`src/rtl/ne_fp_pkg.sv`:
```
// Shared constants and types for the FP -> FFP input converter.
// Holds the FFP word layout, mode bit indices, format biases and the operand class enum.
package ne_fp_pkg;

    localparam int FFP_W        = 47;
    localparam int FFP_NAN_BIT  = 46;
    localparam int FFP_INF_BIT  = 45;
    localparam int FFP_ZERO_BIT = 44;
    localparam int FFP_EXP_LSB  = 34;
    localparam int FFP_SIGN_BIT = 33;
    localparam int FFP_EXP_W    = 10;
    localparam int FFP_MANT_W   = 33;
    localparam int FFP_MAG_W    = 32;
    localparam int FFP_INT_W    = 22;

    localparam int MODE_INT8 = 0;
    localparam int MODE_FP8  = 1;
    localparam int MODE_TF32 = 2;
    localparam int MODE_FP32 = 3;

    localparam logic [9:0] FP32_BIAS    = 10'd127;
    localparam logic [9:0] E4M3_BIAS    = 10'd7;
    localparam logic [9:0] FP32_SUB_EXP = 10'h382;
    localparam logic [9:0] E4M3_SUB_EXP = 10'h3FA;

    typedef enum logic [2:0] {NORM, SUB, ZERO, INF, NAN} ffp_cls_e;

    typedef enum logic [2:0] {FMT_NONE, FMT_INT8, FMT_FP8, FMT_TF32, FMT_FP32} ffp_fmt_e;

    typedef struct packed {
        ffp_fmt_e                fmt;
        ffp_cls_e                cls;
        logic                    sign;
        logic [FFP_EXP_W-1:0]    exp;
        logic [FFP_MAG_W-1:0]    mag;
        logic [FFP_INT_W-1:0]    int_fld;
    } ffp_s1_t;

endpackage

```
`src/rtl/ne_fp_fp2ffp_m33_if.sv`:
```
// Valid/ready bundle between operand fetch, the FP -> FFP converter and the multiplier array.
interface ne_fp_fp2ffp_m33_if;
    logic                          in_vld;
    logic                          in_rdy;
    logic [31:0]                   din;
    logic [3:0]                    mode;
    logic                          out_vld;
    logic                          out_rdy;
    logic [ne_fp_pkg::FFP_W-1:0]   z;

    modport master (
        output in_vld, din, mode, out_rdy,
        input  in_rdy, out_vld, z
    );

    modport slave (
        input  in_vld, din, mode, out_rdy,
        output in_rdy, out_vld, z
    );
endinterface

```
`src/rtl/ne_fp_unpack_cls.sv`:
```
// Combinational classify/extract of one operand into the stage-1 record.
// Mode priority when several bits are set: int8 > fp8 > tf32 > fp32.
module ne_fp_unpack_cls
    import ne_fp_pkg::*;
(
    input  logic [31:0] din,
    input  logic [3:0]  mode,
    output ffp_s1_t     unp
);

    logic [31:0] fpw;

    always_comb begin
        unp      = '0;
        unp.fmt  = FMT_NONE;
        unp.cls  = ZERO;
        fpw      = din;
        if (mode[MODE_TF32]) begin
            fpw = {din[31:13], 13'b0};
        end

        if (mode[MODE_INT8]) begin
            unp.fmt     = FMT_INT8;
            unp.cls     = NORM;
            unp.int_fld = {{(FFP_INT_W-8){din[7]}}, din[7:0]};
        end else if (mode[MODE_FP8]) begin
            unp.fmt  = FMT_FP8;
            unp.sign = din[7];
            // E4M3 has no infinity; only the all-ones pattern is NaN
            if (din[6:0] == 7'h7F) begin
                unp.cls  = NAN;
                unp.sign = 1'b0;
            end else if (din[6:3] == 4'd0) begin
                if (din[2:0] == 3'd0) begin
                    unp.cls = ZERO;
                end else begin
                    unp.cls = SUB;
                    unp.exp = E4M3_SUB_EXP;
                    unp.mag = {1'b0, din[2:0], 28'b0};
                end
            end else begin
                unp.cls = NORM;
                unp.exp = {6'b0, din[6:3]} - E4M3_BIAS;
                unp.mag = {1'b1, din[2:0], 28'b0};
            end
        end else if (mode[MODE_TF32] || mode[MODE_FP32]) begin
            unp.fmt  = mode[MODE_TF32] ? FMT_TF32 : FMT_FP32;
            unp.sign = fpw[31];
            if (fpw[30:23] == 8'hFF) begin
                if (fpw[22:0] != 23'd0) begin
                    unp.cls  = NAN;
                    unp.sign = 1'b0;
                end else begin
                    unp.cls = INF;
                end
            end else if (fpw[30:23] == 8'd0) begin
                if (fpw[22:0] == 23'd0) begin
                    unp.cls = ZERO;
                end else begin
                    unp.cls = SUB;
                    unp.exp = FP32_SUB_EXP;
                    unp.mag = {1'b0, fpw[22:0], 8'b0};
                end
            end else begin
                unp.cls = NORM;
                unp.exp = {2'b0, fpw[30:23]} - FP32_BIAS;
                unp.mag = {1'b1, fpw[22:0], 8'b0};
            end
        end
    end

endmodule

```
`src/rtl/ne_fp_fp2ffp_m33.sv`:
```
// Two-stage valid/ready FP -> FFP converter with full backpressure.
// Optional NaN/Inf event counters are built when NE_FP2FFP_EXC_CNT_EN is defined.
module ne_fp_fp2ffp_m33
    import ne_fp_pkg::*;
#(
    parameter int INTWI = 22,
    parameter int EWI   = 10,
    parameter int SMWI  = 33
) (
    input  logic                 clk,
    input  logic                 rst,
    ne_fp_fp2ffp_m33_if.slave    bus,
    output logic [31:0]          exc_cnt
);

    ffp_s1_t              unp;
    ffp_s1_t              s1_q, s1_d;
    logic                 s1_vld_q, s1_vld_d;
    logic                 s2_vld_q, s2_vld_d;
    logic [FFP_W-1:0]     z_q, z_d;
    logic [FFP_W-1:0]     z_pack;
    logic [SMWI-1:0]      mant_mag;
    logic [SMWI-1:0]      mant_sgn;
    logic                 s1_adv;
    logic                 s2_adv;
    logic                 accept;

    ne_fp_unpack_cls u_unpack (
        .din  (bus.din),
        .mode (bus.mode),
        .unp  (unp)
    );

    assign s2_adv      = ~s2_vld_q | bus.out_rdy;
    assign s1_adv      = ~s1_vld_q | s2_adv;
    assign accept      = bus.in_vld & s1_adv;
    assign bus.in_rdy  = s1_adv;
    assign bus.out_vld = s2_vld_q;
    assign bus.z       = z_q;

    // Stage 2 datapath: apply the sign to the magnitude and pack the FFP word
    always_comb begin
        mant_mag = {1'b0, s1_q.mag};
        mant_sgn = s1_q.sign ? (~mant_mag + 1'b1) : mant_mag;
        z_pack   = '0;
        if (s1_q.fmt == FMT_INT8) begin
            z_pack[INTWI-1:0] = s1_q.int_fld;
        end else begin
            case (s1_q.cls)
                NAN: begin
                    z_pack[FFP_NAN_BIT] = 1'b1;
                end
                INF: begin
                    z_pack[FFP_INF_BIT] = 1'b1;
                    z_pack[SMWI]        = s1_q.sign;
                end
                ZERO: begin
                    z_pack[FFP_ZERO_BIT] = 1'b1;
                    z_pack[SMWI]         = s1_q.sign;
                end
                default: begin
                    z_pack[SMWI+1 +: EWI] = s1_q.exp;
                    z_pack[SMWI]          = s1_q.sign;
                    z_pack[SMWI-1:0]      = mant_sgn;
                end
            endcase
        end
    end

    always_comb begin
        s1_d     = s1_q;
        s1_vld_d = s1_vld_q;
        s2_vld_d = s2_vld_q;
        z_d      = z_q;
        if (s1_adv) begin
            s1_vld_d = bus.in_vld;
            if (accept) begin
                s1_d = unp;
            end
        end
        // z only changes when stage 2 is free to take a new beat, so it holds during a stall
        if (s2_adv) begin
            s2_vld_d = s1_vld_q;
            if (s1_vld_q) begin
                z_d = z_pack;
            end
        end
    end

    always_ff @(posedge clk) begin
        if (rst) begin
            s1_q     <= '0;
            s1_vld_q <= 1'b0;
            s2_vld_q <= 1'b0;
            z_q      <= '0;
        end else begin
            s1_q     <= s1_d;
            s1_vld_q <= s1_vld_d;
            s2_vld_q <= s2_vld_d;
            z_q      <= z_d;
        end
    end

`ifdef NE_FP2FFP_EXC_CNT_EN
    logic [15:0] nan_cnt_q, nan_cnt_d;
    logic [15:0] inf_cnt_q, inf_cnt_d;

    // Saturating counters advance on the same edge that loads stage 1
    always_comb begin
        nan_cnt_d = nan_cnt_q;
        inf_cnt_d = inf_cnt_q;
        if (accept && (unp.cls == NAN) && (nan_cnt_q != 16'hFFFF)) begin
            nan_cnt_d = nan_cnt_q + 16'd1;
        end
        if (accept && (unp.cls == INF) && (inf_cnt_q != 16'hFFFF)) begin
            inf_cnt_d = inf_cnt_q + 16'd1;
        end
    end

    always_ff @(posedge clk) begin
        if (rst) begin
            nan_cnt_q <= '0;
            inf_cnt_q <= '0;
        end else begin
            nan_cnt_q <= nan_cnt_d;
            inf_cnt_q <= inf_cnt_d;
        end
    end

    assign exc_cnt = {nan_cnt_q, inf_cnt_q};
`else
    assign exc_cnt = '0;
`endif

endmodule
```
`src/flat_wrapper.sv`:
```
// flat-port wrapper written by rule: the top's interface ports become plain ports
module ne_fp_fp2ffp_m33_flat import ne_fp_pkg::*;
#(
    parameter int INTWI = 22,
    parameter int EWI   = 10,
    parameter int SMWI  = 33
)
  (clk, rst, exc_cnt, bus_in_vld, bus_din, bus_mode, bus_out_rdy, bus_in_rdy, bus_out_vld, bus_z);
  ne_fp_fp2ffp_m33_if bus_i ();
  input  logic clk;
  input  logic rst;
  output logic [31:0] exc_cnt;
  input wire logic [$bits(bus_i.in_vld)-1:0] bus_in_vld;
  input wire logic [$bits(bus_i.din)-1:0] bus_din;
  input wire logic [$bits(bus_i.mode)-1:0] bus_mode;
  input wire logic [$bits(bus_i.out_rdy)-1:0] bus_out_rdy;
  output wire logic [$bits(bus_i.in_rdy)-1:0] bus_in_rdy;
  output wire logic [$bits(bus_i.out_vld)-1:0] bus_out_vld;
  output wire logic [$bits(bus_i.z)-1:0] bus_z;
  assign bus_i.in_vld = bus_in_vld;
  assign bus_i.din = bus_din;
  assign bus_i.mode = bus_mode;
  assign bus_i.out_rdy = bus_out_rdy;
  assign bus_in_rdy = bus_i.in_rdy;
  assign bus_out_vld = bus_i.out_vld;
  assign bus_z = bus_i.z;
  ne_fp_fp2ffp_m33 #(.INTWI(INTWI), .EWI(EWI), .SMWI(SMWI)) u_core (.clk(clk), .rst(rst), .bus(bus_i), .exc_cnt(exc_cnt));
endmodule
```
`config.mk`:
```
export PLATFORM = sky130hd
export DESIGN_NAME = ne_fp_fp2ffp_m33_flat
export DESIGN_NICKNAME = d
export VERILOG_FILES = /design/src/rtl/ne_fp_pkg.sv /design/src/rtl/ne_fp_fp2ffp_m33_if.sv /design/src/rtl/ne_fp_unpack_cls.sv /design/src/rtl/ne_fp_fp2ffp_m33.sv /design/src/flat_wrapper.sv
export SDC_FILE = /design/constraint.sdc
export NUM_CORES = 1
export LEC_CHECK = 0
export ABC_AREA = 1
export CORE_MARGIN = 1
export CORE_UTILIZATION = 50
export CTS_CLUSTER_DIAMETER = 120
export DETAILED_ROUTE_END_ITERATION = 6
export GPL_ROUTABILITY_DRIVEN = 1
export PLACE_DENSITY_LB_ADDON = 0.05
export SLEW_MARGIN = 5
export SYNTH_ARGS = -nofsm -noshare
export SYNTH_HDL_FRONTEND = slang
export SYNTH_SLANG_ARGS = --single-unit
```
`constraint.sdc`:
```
create_clock -name clk -period 1.85 [get_ports clk]
set_input_delay 0.2775 -clock clk [delete_from_list [all_inputs] [get_ports clk]]
set_output_delay 0.2775 -clock clk [all_outputs]
set_load 0.05 [all_outputs]
```
Word-level counts from Yosys, hierarchy flattened
Index checks and enable logic that the tools add are counted.
W data, S select, Z words.

operators by class
  $add $sub $neg = 3
  multipliers = 0
  divide/modulo/power cells = 0
  $lt $le $gt $ge = 0
  eq/ne operators = 6
  shift operators = 0
  mux-type cells = 32
  bitwise logic cells = 6
  reduce and logical (&&, ||, !) cells = 9

operators by type and width
  kind                     number
  $mux W42                 6
  $mux W49                 2
  $mux W33                 2
  $mux W22                 2
  $mux W43                 1
  $add A33 B1 Y33 const B  1
  $not A32 Y33             1
  $mux W25                 1
  $logic_not A23 Y1        1
  $reduce_bool A23 Y1      1
  $mux W3                  5
  $mux W13                 1
  $mux W10                 1
  $sub A8 B7 Y9 const B    1
  $eq A8 B8 Y1 const B     1
  $logic_not A8 Y1         1
  $eq A7 B7 Y1 const B     1
  $mux W1                  7
  $eq A3 B2 Y1 const B     2
  $mux W2                  3
  $mux W6                  1
  $sub A4 B3 Y5 const B    1
  $logic_not A4 Y1         1
  $reduce_and A2 Y1        2
  other kinds (8)          10

storage, ports and cells
  register bits = 120
  latch bits = 0
  RAM bits = 0
  bits in read-only memories = 0
  input bits = 40
  output and inout port bits = 81
  logic and storage cells = 65
  memories kept = 0

Depth between registers and ports, before layout
Gate-level depths: netlist (run 1).

  depth in word-level cells = 8
  mapped depth = 12
  mapped depth without buffers = 12

Modules after synthesis
A second synthesis (run 1) with hierarchy kept.

second synthesis, totals
  cell total of the unflattened synthesis = 1,000
  area total of the unflattened synthesis = 6,692.7 um2

modules (own cells, without submodules)
  module            instances  cells each  area each (um2)  sequential area each (um2)
  ne_fp_fp2ffp_m33  1          763         5,487.8          2,402.3
  ne_fp_unpack_cls  1          237         1,204.9          0.0

Least setup slack after synthesis (run 1)
Ideal clock, no wire load.

  kind = register to register
  start point = register u_core.s2_vld_q, in the netlist u_core.bus.out_vld
  end point = register u_core.s1_q, in the netlist u_core.mant_mag[11]
  library setup time = 0.132 ns
  arrival = 1.938 ns
  data required time = 1.718 ns
  path slack = -0.220 ns
  cell stages (with the launch flop) = 11
  path buffers = 2
  clock period less this slack = 2.070 ns
  path through = dfxtp_1 -> nand3_2 -> nand2_2 -> nor2_2 -> inv_2 -> nor2_1 -> and2_4 -> buf_6 -> buf_6 -> nand3_1 -> a21oi_1

on the way
  word-level cells in the longest chain between the ends = 5

ends and longest elaborated chain
  element                        line                    text
  from (decl)                    ne_fp_fp2ffp_m33.sv:19  logic s2_vld_q, s2_vld_d;
  from (signal assigned)         ne_fp_fp2ffp_m33.sv:99  s2_vld_q <= s2_vld_d;
  $not A1 Y1 *                   ne_fp_fp2ffp_m33.sv:34  assign s2_adv = ~s2_vld_q | bus.out_rdy;
  $or A1 B1 Y1 *                 ne_fp_fp2ffp_m33.sv:34
  $or A1 B1 Y1 *                 ne_fp_fp2ffp_m33.sv:35  assign s1_adv = ~s1_vld_q | s2_adv;
  named net bus_in_rdy           flat_wrapper.sv:17      output wire logic [$bits(bus_i.in_rdy)-1:0] bus_in_rdy;
  $and A1 B1 Y1                  ne_fp_fp2ffp_m33.sv:36  assign accept = bus.in_vld & s1_adv;
  $reduce_and A2 Y1 (no line) *  -
  to (signal assigned)           ne_fp_fp2ffp_m33.sv:92  s1_q <= '0;
  to (signal assigned)           ne_fp_fp2ffp_m33.sv:97  s1_q <= s1_d;
  to (decl)                      ne_fp_fp2ffp_m33.sv:17  ffp_s1_t s1_q, s1_d;

The timed path passes the listed nets; every way through them passes the cells marked *.
A chain may end at the register's enable or synchronous reset.

Worst setup path after layout (run 1)
  start point = register u_core.z_q[24], in the netlist u_core.bus.z[24]
  end point = output port bus_z[24]

RTL lines
  element                 line                     text
  from (decl)             ne_fp_fp2ffp_m33.sv:20   logic [FFP_W-1:0] z_q, z_d;
  from (signal assigned)  ne_fp_fp2ffp_m33.sv:100  z_q <= z_d;
  to (decl)               flat_wrapper.sv:19       output wire logic [$bits(bus_i.z)-1:0] bus_z;

No word-level cell between the ends.

==> run_summary.xml, run 1 <==
<?xml version="1.0" encoding="UTF-8"?>
<metrics>
  <group name="worst_setup_path">
    <metric name="reg2reg_depth" unit="">12</metric>
    <metric name="worstReg2RegStart" unit="">u_core.mant_mag[9]</metric>
    <metric name="crit_path_max_fanout" unit="">2</metric>
    <metric name="timing.critical_path.slowest_cell_delay" unit="ns">0.80</metric>
    <metric name="timing_worst_setup_path_type" unit="">flip-flop to primary output</metric>
    <metric name="cp.buffers_inverters" unit="">1</metric>
    <metric name="required" unit="ns">1.57</metric>
    <metric name="critical_path.slowest_cell" unit="">clkdlybuf4s50_1</metric>
    <metric name="worst_r2r_endpoint" unit="">u_core.bus.z[30]</metric>
    <metric name="worstPathArrival" unit="ns">1.53</metric>
    <metric name="critical_path_cell_count" unit="">1</metric>
    <metric name="cpLargestDelayFamily" unit="">buffers and inverters</metric>
    <metric name="nature_of_the_critical_path_endpoint" unit="">primary output</metric>
    <metric name="worstPathCellList" unit="">clkdlybuf4s50_1</metric>
    <metric name="reg2reg_slack" unit="ns">0.18</metric>
    <metric name="timing.critical_path.from_type" unit="">flip-flop</metric>
  </group>
  <group name="global_route">
    <metric name="grt_max_degree" unit="">97</metric>
    <metric name="grt-ovfl-total" unit="">0</metric>
    <metric name="track_usage" unit="%">26.9</metric>
    <metric name="first_global_vias" unit="">4487</metric>
    <metric name="grt_first_pass_wirelength" unit="mm">21.5</metric>
    <metric name="initial_antenna_violation_count" unit="">0</metric>
  </group>
  <group name="sta">
    <metric name="setup_viol_count_final" unit="">0</metric>
    <metric name="tightestPinTransition" unit="ns">0.791</metric>
    <metric name="worst_hold_slack_after_final_layout" unit="ns">0.415</metric>
    <metric name="timing.max_slew.rel_slack" unit="%">47.1</metric>
    <metric name="unrepaired_setup_endpoints_after_global_routing" unit="">yes</metric>
    <metric name="finalCritPeriodShare" unit="%">97.7</metric>
    <metric name="fin_crit" unit="ns">1.81</metric>
    <metric name="fmax" unit="MHz">553</metric>
    <metric name="final_max_slew_viol_count" unit="">0</metric>
    <metric name="timing_hold_violations_final" unit="">0</metric>
    <metric name="setup_clock_skew_after_layout" unit="ns">0.00626</metric>
  </group>
  <group name="power_and_ir_drop">
    <metric name="worst_ir_drop_vdd" unit="mV">0.416</metric>
    <metric name="cellLeakagePower" unit="nW">2.95</metric>
    <metric name="power.density" unit="nW/µm²">683</metric>
    <metric name="power.total" unit="mW">4.45</metric>
  </group>
  <group name="hold_path">
    <metric name="endpoint_of_the_worst_hold_timing_path" unit="">u_core.bus.z[31]</metric>
    <metric name="min_delay_path_depth" unit="">3</metric>
    <metric name="hp-class" unit="">input port to flip-flop</metric>
    <metric name="min_delay_startpoint" unit="">rst</metric>
  </group>
  <group name="routing">
    <metric name="drc_errors" unit="">0</metric>
    <metric name="num_vias" unit="">5030</metric>
    <metric name="drt_wl_total" unit="mm">13.5</metric>
    <metric name="vias_per_cell" unit="">5.11</metric>
    <metric name="drt-initial-drc-count" unit="">288</metric>
    <metric name="detail_route.first_pass.iterations" unit="">4</metric>
    <metric name="drt.antenna.violating_nets" unit="">0</metric>
    <metric name="routedWlPerCell" unit="µm">13.7</metric>
  </group>
  <group name="cts">
    <metric name="total_of_cells_resized_after_clock_tree_synthesis" unit="">0</metric>
    <metric name="tritoncts" unit="">built</metric>
    <metric name="ctsLongestPathBuffers" unit="">2</metric>
    <metric name="cts_htree_levels" unit="">3</metric>
    <metric name="cts.hold.buffers_added" unit="">0</metric>
    <metric name="tritoncts.num_buffers" unit="">9</metric>
    <metric name="clock_tree.root_cell" unit="">clkbuf_8</metric>
    <metric name="cts_setup_buffers" unit="">0</metric>
    <metric name="insertion_delay" unit="ns">0.38</metric>
    <metric name="cts.clk_slew.worst_paths" unit="ns">0.10</metric>
    <metric name="clkSinkCount" unit="">96</metric>
  </group>
  <group name="die">
    <metric name="die_x" unit="µm">102</metric>
    <metric name="die_height" unit="µm">102</metric>
    <metric name="io_pins" unit="">121</metric>
    <metric name="rows" unit="">36</metric>
    <metric name="design.core.area" unit="µm²">9770</metric>
    <metric name="die_area" unit="µm²">10400</metric>
    <metric name="floorplan.initialDensity" unit="%">51.4</metric>
  </group>
  <group name="yosys">
    <metric name="ys_ff_latch" unit="">96</metric>
    <metric name="fraction_of_synthesized_cell_area_in_xor_and_xnor_cells" unit="%">2.27</metric>
    <metric name="post_synthesis_compound_gate_area_fraction" unit="%">15.9</metric>
    <metric name="synth_flop_cell" unit="">dfxtp_1</metric>
    <metric name="yosysSeqAreaShare" unit="%">38.3</metric>
    <metric name="synth_edf_count" unit="">0</metric>
    <metric name="async_flop_share" unit="%">0</metric>
    <metric name="post_synth_fa_ha_maj_area_fraction" unit="%">1.25</metric>
    <metric name="muxShareOfSynthArea" unit="%">0</metric>
    <metric name="synthesis.yosys.warnings" unit="">0</metric>
    <metric name="syn-cell-area" unit="µm²">5020</metric>
    <metric name="synthSimpleGateAreaFrac" unit="%">29.7</metric>
    <metric name="syn_avg_cell_area" unit="µm²">6.96</metric>
    <metric name="yosys.cell_types.count" unit="">39</metric>
    <metric name="syn-instance-count" unit="">722</metric>
    <metric name="main_combinational_cell_family_by_area_after_synthesis" unit="">simple AND/OR/NAND/NOR gates</metric>
  </group>
  <group name="job">
    <metric name="drv_cap" unit="">0</metric>
  </group>
  <group name="placed_design">
    <metric name="placement.io_buffers" unit="">88</metric>
    <metric name="gp_congestion" unit="">0.942</metric>
    <metric name="post-dp-hpwl" unit="mm">10.3</metric>
  </group>
  <group name="cells_and_area">
    <metric name="final_layout_size_suffix_gt1_share" unit="%">15.0</metric>
    <metric name="design.final.nets" unit="">891</metric>
    <metric name="antenna-diode-count" unit="">0</metric>
    <metric name="area_growth_syn_to_layout" unit="%">29.7</metric>
  </group>
  <group name="outcome">
    <metric name="run_status" unit="">complete, no violations</metric>
  </group>
</metrics>
==> layout by cell type (no fill, tap or decap), types with 3 or more instances in the layout <==
| cell type | netlist | layout |
|---|---|---|
| a211oi_1 | 3 | 3 |
| a21oi_1 | 109 | 109 |
| a221oi_1 | 3 | 3 |
| buf_4 | 33 | 73 |
| clkbuf_8 | 0 | 9 |
| clkdlybuf4s50_1 | 0 | 60 |
| conb_1 | 1 | 32 |
| dfxtp_1 | 96 | 95 |
| dlymetal6s2s_1 | 0 | 15 |
| ha_1 | 5 | 4 |
| inv_1 | 51 | 51 |
| inv_2 | 4 | 4 |
| nand2_1 | 186 | 185 |
| nand2_2 | 3 | 3 |
| nand3_1 | 55 | 53 |
| nand3_2 | 9 | 10 |
| nand3b_1 | 5 | 5 |
| nand4_1 | 10 | 10 |
| nor2_1 | 46 | 43 |
| nor2_2 | 4 | 7 |
| nor3_1 | 7 | 7 |
| o21ai_0 | 19 | 19 |
| o21ai_1 | 5 | 5 |
| o22ai_1 | 3 | 3 |
| xnor2_1 | 4 | 4 |
| xor2_1 | 9 | 9 |
==> through the flow <==
step           cells  utilization [%]  setup WS, ns  area [µm²]  TNS [ns]
6_report         984             66.7        0.0428        6520         0
5_1_grt          984             66.7       -0.0209        6520   -0.0275
2_1_floorplan    753                -         0.129        5150         0
3_3_place_gp     968             63.8        -0.204        6240    -10.95
3_5_place_dp     968             63.8        -0.256        6240    -13.92
4_1_cts          984             65.9       0.00260        6440         0
==> state kept, by name (all words and copies together) (netlist names) <==
| register | cells |
|---|---|
| u_core.bus.z | 46 |
| u_core.s1_vld_q | 1 |
| u_core.mant_mag | 24 |
| u_core.s1_q | 24 |
| u_core.bus.out_vld | 1 |
==> Yosys cell counts (4+ instances only) <==
| library cell | instances | area share (%) |
|---|---|---|
| o21ai_0 | 19 | 1.9 |
| inv_2 | 4 | 0.30 |
| buf_6 | 4 | 0.90 |
| ha_1 | 5 | 1.2 |
| xnor2_1 | 4 | 0.70 |
| o21ai_1 | 5 | 0.50 |
| clkbuf_1 | 21 | 1.6 |
| nand3_2 | 9 | 1.8 |
| xor2_1 | 9 | 1.6 |
| dfxtp_1 | 96 | 38 |
| a21oi_1 | 109 | 11 |
| nand2_1 | 186 | 14 |
| buf_4 | 33 | 4.9 |
| nor2_2 | 4 | 0.50 |
| buf_2 | 6 | 0.60 |
| inv_1 | 51 | 3.8 |
| buf_1 | 5 | 0.37 |
| nor3_1 | 7 | 0.70 |
| nand4_1 | 10 | 1.2 |
| nor2_1 | 46 | 3.4 |
| nand3b_1 | 5 | 0.75 |
| nand3_1 | 55 | 5.5 |
==> power by group <==
| group | leakage [nW] | internal [mW] | switching, mW |
|---|---|---|---|
| registers | 0.778 | 2.11 | 0.0339 |
| clock network | 0.106 | 0.642 | 0.802 |
| logic | 2.07 | 0.291 | 0.568 |
| total | 2.95 | 3.05 | 1.40 |
==> worst max-delay path by stage <==
stage	from	to	slack [ns]
floorplan	u_core.bus.out_vld	u_core.mant_mag[11]	0.13
global placement	bus_out_rdy	u_core.bus.z[24]	-0.20
detailed placement	bus_din[23]	u_core.mant_mag[8]	-0.26
CTS	u_core.bus.z[43]	bus_z[42]	0.003
global route	u_core.mant_mag[12]	u_core.bus.z[23]	-0.02
finish	u_core.bus.z[24]	bus_z[24]	0.04
==> layout make-up <==
class / count / area (µm²)
clock inverter: 7 / 77.6
inverter: 55 / 206
tap: 133 / 166
timing repair buffer: 151 / 1380
clock buffer: 9 / 124
sequential: 96 / 1920
multi-input combinational: 533 / 2640
fill: 910 / 3260
==> routing by layer <==
layer	up-vias	GRT usage (%)	wire length, µm
met2	137	44.3	6390
met4	0	10.9	293
met5	-	0	0
li1	2564	-	-
met1	2310	36.2	6240
met3	19	2.87	553
==> logic make-up after synthesis <==
group	after synthesis
DFF	96
buffers and inverters	124
and+or+nand+nor	332
other	1
adders and majority gates	5
AOI/OAI and AO/OA	151
xor gates and xnor gates	13
Note: power is estimated with default switching activity, not from simulation.
==> run 2: changes to the inputs <==
Settings changed: CORE_UTILIZATION 50 to 45.
Clock period 1.85 ns to 1.52 ns, I/O delays scaled along.
==> run_summary.xml, run 2 (synthesized netlist as in run 1, its figures left out) <==
<?xml version="1.0" encoding="UTF-8"?>
<metrics>
  <group name="cells_and_area">
    <metric name="largest_register_ff_count" unit="">46</metric>
    <metric name="area_growth_syn_to_layout" unit="%">42.0</metric>
    <metric name="final_common_cell" unit="">nand2_1</metric>
    <metric name="layoutNonFillerInstCount" unit="">1046</metric>
    <metric name="layout.core_utilization" unit="%">65.8</metric>
    <metric name="antenna-diode-count" unit="">0</metric>
    <metric name="design.final.nets" unit="">946</metric>
    <metric name="final_layout_size_suffix_gt1_share" unit="%">29.4</metric>
    <metric name="layout_common_cells" unit="">nand2_1 (178), buf_4 (155), a21oi_1 (104), dfxtp_1 (88), inv_1 (45)</metric>
    <metric name="post-route-cell-area" unit="µm²">7130</metric>
    <metric name="fill_count" unit="">977</metric>
  </group>
  <group name="worst_setup_path">
    <metric name="crit_path_start" unit="">u_core.mant_mag[12]</metric>
    <metric name="timing_worst_setup_path_type" unit="">flip-flop to flip-flop</metric>
    <metric name="required" unit="ns">1.86</metric>
    <metric name="timing.critical_path.from_type" unit="">flip-flop</metric>
    <metric name="worstReg2RegStart" unit="">u_core.mant_mag[12]</metric>
    <metric name="worstPathArrival" unit="ns">1.82</metric>
    <metric name="nature_of_the_critical_path_endpoint" unit="">flip-flop</metric>
    <metric name="worst_r2r_endpoint" unit="">u_core.bus.z[25]</metric>
    <metric name="reg2reg_depth" unit="">9</metric>
    <metric name="crit_path_max_fanout" unit="">3</metric>
    <metric name="endpoint" unit="">u_core.bus.z[25]</metric>
    <metric name="reg2reg_slack" unit="ns">0.04</metric>
  </group>
  <group name="outcome">
    <metric name="run_status" unit="">complete, no violations</metric>
  </group>
  <group name="cts">
    <metric name="clock_tree.root_cell" unit="">clkbuf_8</metric>
    <metric name="tritoncts" unit="">built</metric>
    <metric name="ctsLongestPathBuffers" unit="">2</metric>
    <metric name="clkSinkCount" unit="">96</metric>
    <metric name="insertion_delay" unit="ns">0.40</metric>
    <metric name="cts.clk_slew.worst_paths" unit="ns">0.10</metric>
    <metric name="cts_htree_levels" unit="">3</metric>
    <metric name="tritoncts.num_buffers" unit="">9</metric>
  </group>
  <group name="routing">
    <metric name="drt-initial-drc-count" unit="">317</metric>
    <metric name="drt_wl_total" unit="mm">14.7</metric>
    <metric name="num_vias" unit="">5287</metric>
    <metric name="drc_errors" unit="">0</metric>
    <metric name="drt.antenna.violating_nets" unit="">0</metric>
    <metric name="vias_per_cell" unit="">5.05</metric>
    <metric name="detail_route.first_pass.iterations" unit="">5</metric>
    <metric name="routedWlPerCell" unit="µm">14.0</metric>
  </group>
  <group name="power_and_ir_drop">
    <metric name="power.total" unit="mW">5.42</metric>
    <metric name="worst_ir_drop_vdd" unit="mV">0.461</metric>
    <metric name="power.density" unit="nW/µm²">760</metric>
    <metric name="cellLeakagePower" unit="nW">3.10</metric>
  </group>
  <group name="global_route">
    <metric name="gr-usage-met3" unit="%">4.72</metric>
    <metric name="first_global_vias" unit="">4748</metric>
    <metric name="grt_max_degree" unit="">48</metric>
    <metric name="grt_first_pass_wirelength" unit="mm">23.1</metric>
    <metric name="use_met1" unit="%">34.7</metric>
    <metric name="grt_busiest_layer" unit="">met2</metric>
    <metric name="grt-ovfl-total" unit="">0</metric>
    <metric name="initial_antenna_violation_count" unit="">0</metric>
    <metric name="globalRouteMet2Util" unit="%">41.6</metric>
    <metric name="track_usage" unit="%">26.0</metric>
  </group>
  <group name="sta">
    <metric name="finalCritPeriodShare" unit="%">97.5</metric>
    <metric name="setup_viol_count_final" unit="">0</metric>
    <metric name="unrepaired_setup_endpoints_after_global_routing" unit="">yes</metric>
    <metric name="timing_hold_violations_final" unit="">0</metric>
    <metric name="final_max_slew_viol_count" unit="">0</metric>
    <metric name="fin_crit" unit="ns">1.48</metric>
    <metric name="setup_clock_skew_after_layout" unit="ns">0.0178</metric>
    <metric name="fmax" unit="MHz">675</metric>
  </group>
  <group name="die">
    <metric name="rows" unit="">38</metric>
    <metric name="io_pins" unit="">121</metric>
    <metric name="die_height" unit="µm">108</metric>
    <metric name="design.core.area" unit="µm²">10800</metric>
    <metric name="floorplan.initialDensity" unit="%">46.3</metric>
    <metric name="die_area" unit="µm²">11600</metric>
    <metric name="die_x" unit="µm">108</metric>
  </group>
  <group name="placed_design">
    <metric name="placed_cells_incl_taps" unit="">1015</metric>
    <metric name="placement.io_buffers" unit="">88</metric>
    <metric name="placed_area" unit="µm²">6540</metric>
    <metric name="post-dp-hpwl" unit="mm">10.8</metric>
    <metric name="gp_congestion" unit="">0.910</metric>
  </group>
  <group name="hold_path">
    <metric name="hp-class" unit="">input port to flip-flop</metric>
  </group>
  <group name="job">
    <metric name="drv_cap" unit="">0</metric>
  </group>
</metrics>
## run 2: through the flow
step	hold WS, ns	setup TNS [ns]	worst slack, ns
after floorplan	0.363	-1.48	-0.0931
after global placement	0.453	-30.33	-0.509
after detailed placement	0.454	-33.90	-0.574
after CTS	0.182	-0.00100	-0.00100
after global routing	0.193	-0.525	-0.0903
final	0.194	0	0.0387
## run 2: layout make-up
cell class | instances | area, µm² | area share [%]
multi-input cells | 535 | 2900 | 40.7
well taps | 140 | 175 | 2.46
inverters | 55 | 209 | 2.93
repair buffers | 204 | 1720 | 24.2
clock inverters | 6 | 57.6 | 0.807
clock buffers | 10 | 128 | 1.79
flip-flops and latches | 96 | 1930 | 27.1
## run 2: critical path, stage by stage (launching register included)
cell and delay (ns):
dfxtp_2 0.35, nor2_4 0.13, nand3_2 0.10, nor2_4 0.13
nand3b_1 0.18, inv_1 0.14, nand2_1 0.08, nand3_1 0.10
nand3_2 0.09, a21oi_1 0.13
## run 2: worst min-delay path by stage
stage | start | end | cells after the start
after global placement | u_core.s1_q[56] | u_core.bus.z[36] | 2
final | rst | u_core.mant_mag[17] | 2
after floorplan | bus_din[3] | u_core.mant_mag[11] | 2
after detailed placement | u_core.s1_q[56] | u_core.s1_q[56] | 2
after CTS | rst | u_core.mant_mag[20] | 2
after global routing | rst | u_core.mant_mag[20] | 2
## run 2: power breakdown
part | internal [mW] | total [mW] | switching, mW
clock | 0.617 | 1.62 | 1.01
sequential | 2.57 | 2.61 | 0.0423
combinational | 0.432 | 1.18 | 0.751
total | 3.62 | 5.42 | 1.80
## run 2: routing by layer
layer / wire length (µm) / share of wire (%)
met5: 0 / 0
met4: 276 / 1.9
met3: 737 / 5.0
met2: 6790 / 46
met1: 6880 / 47
## run 2: what timing repair did
| action | in CTS | in global routing |
|---|---|---|
| hold endpoints to repair | 0 | 0 |
| setup endpoints to repair | 48 | 74 |
| resized for setup | 41 | 46 |
| pin swaps | 15 | 19 |
| hold buffers | 0 | 0 |
| buffers inserted | 6 | 7 |
| cloned | 2 | 0 |
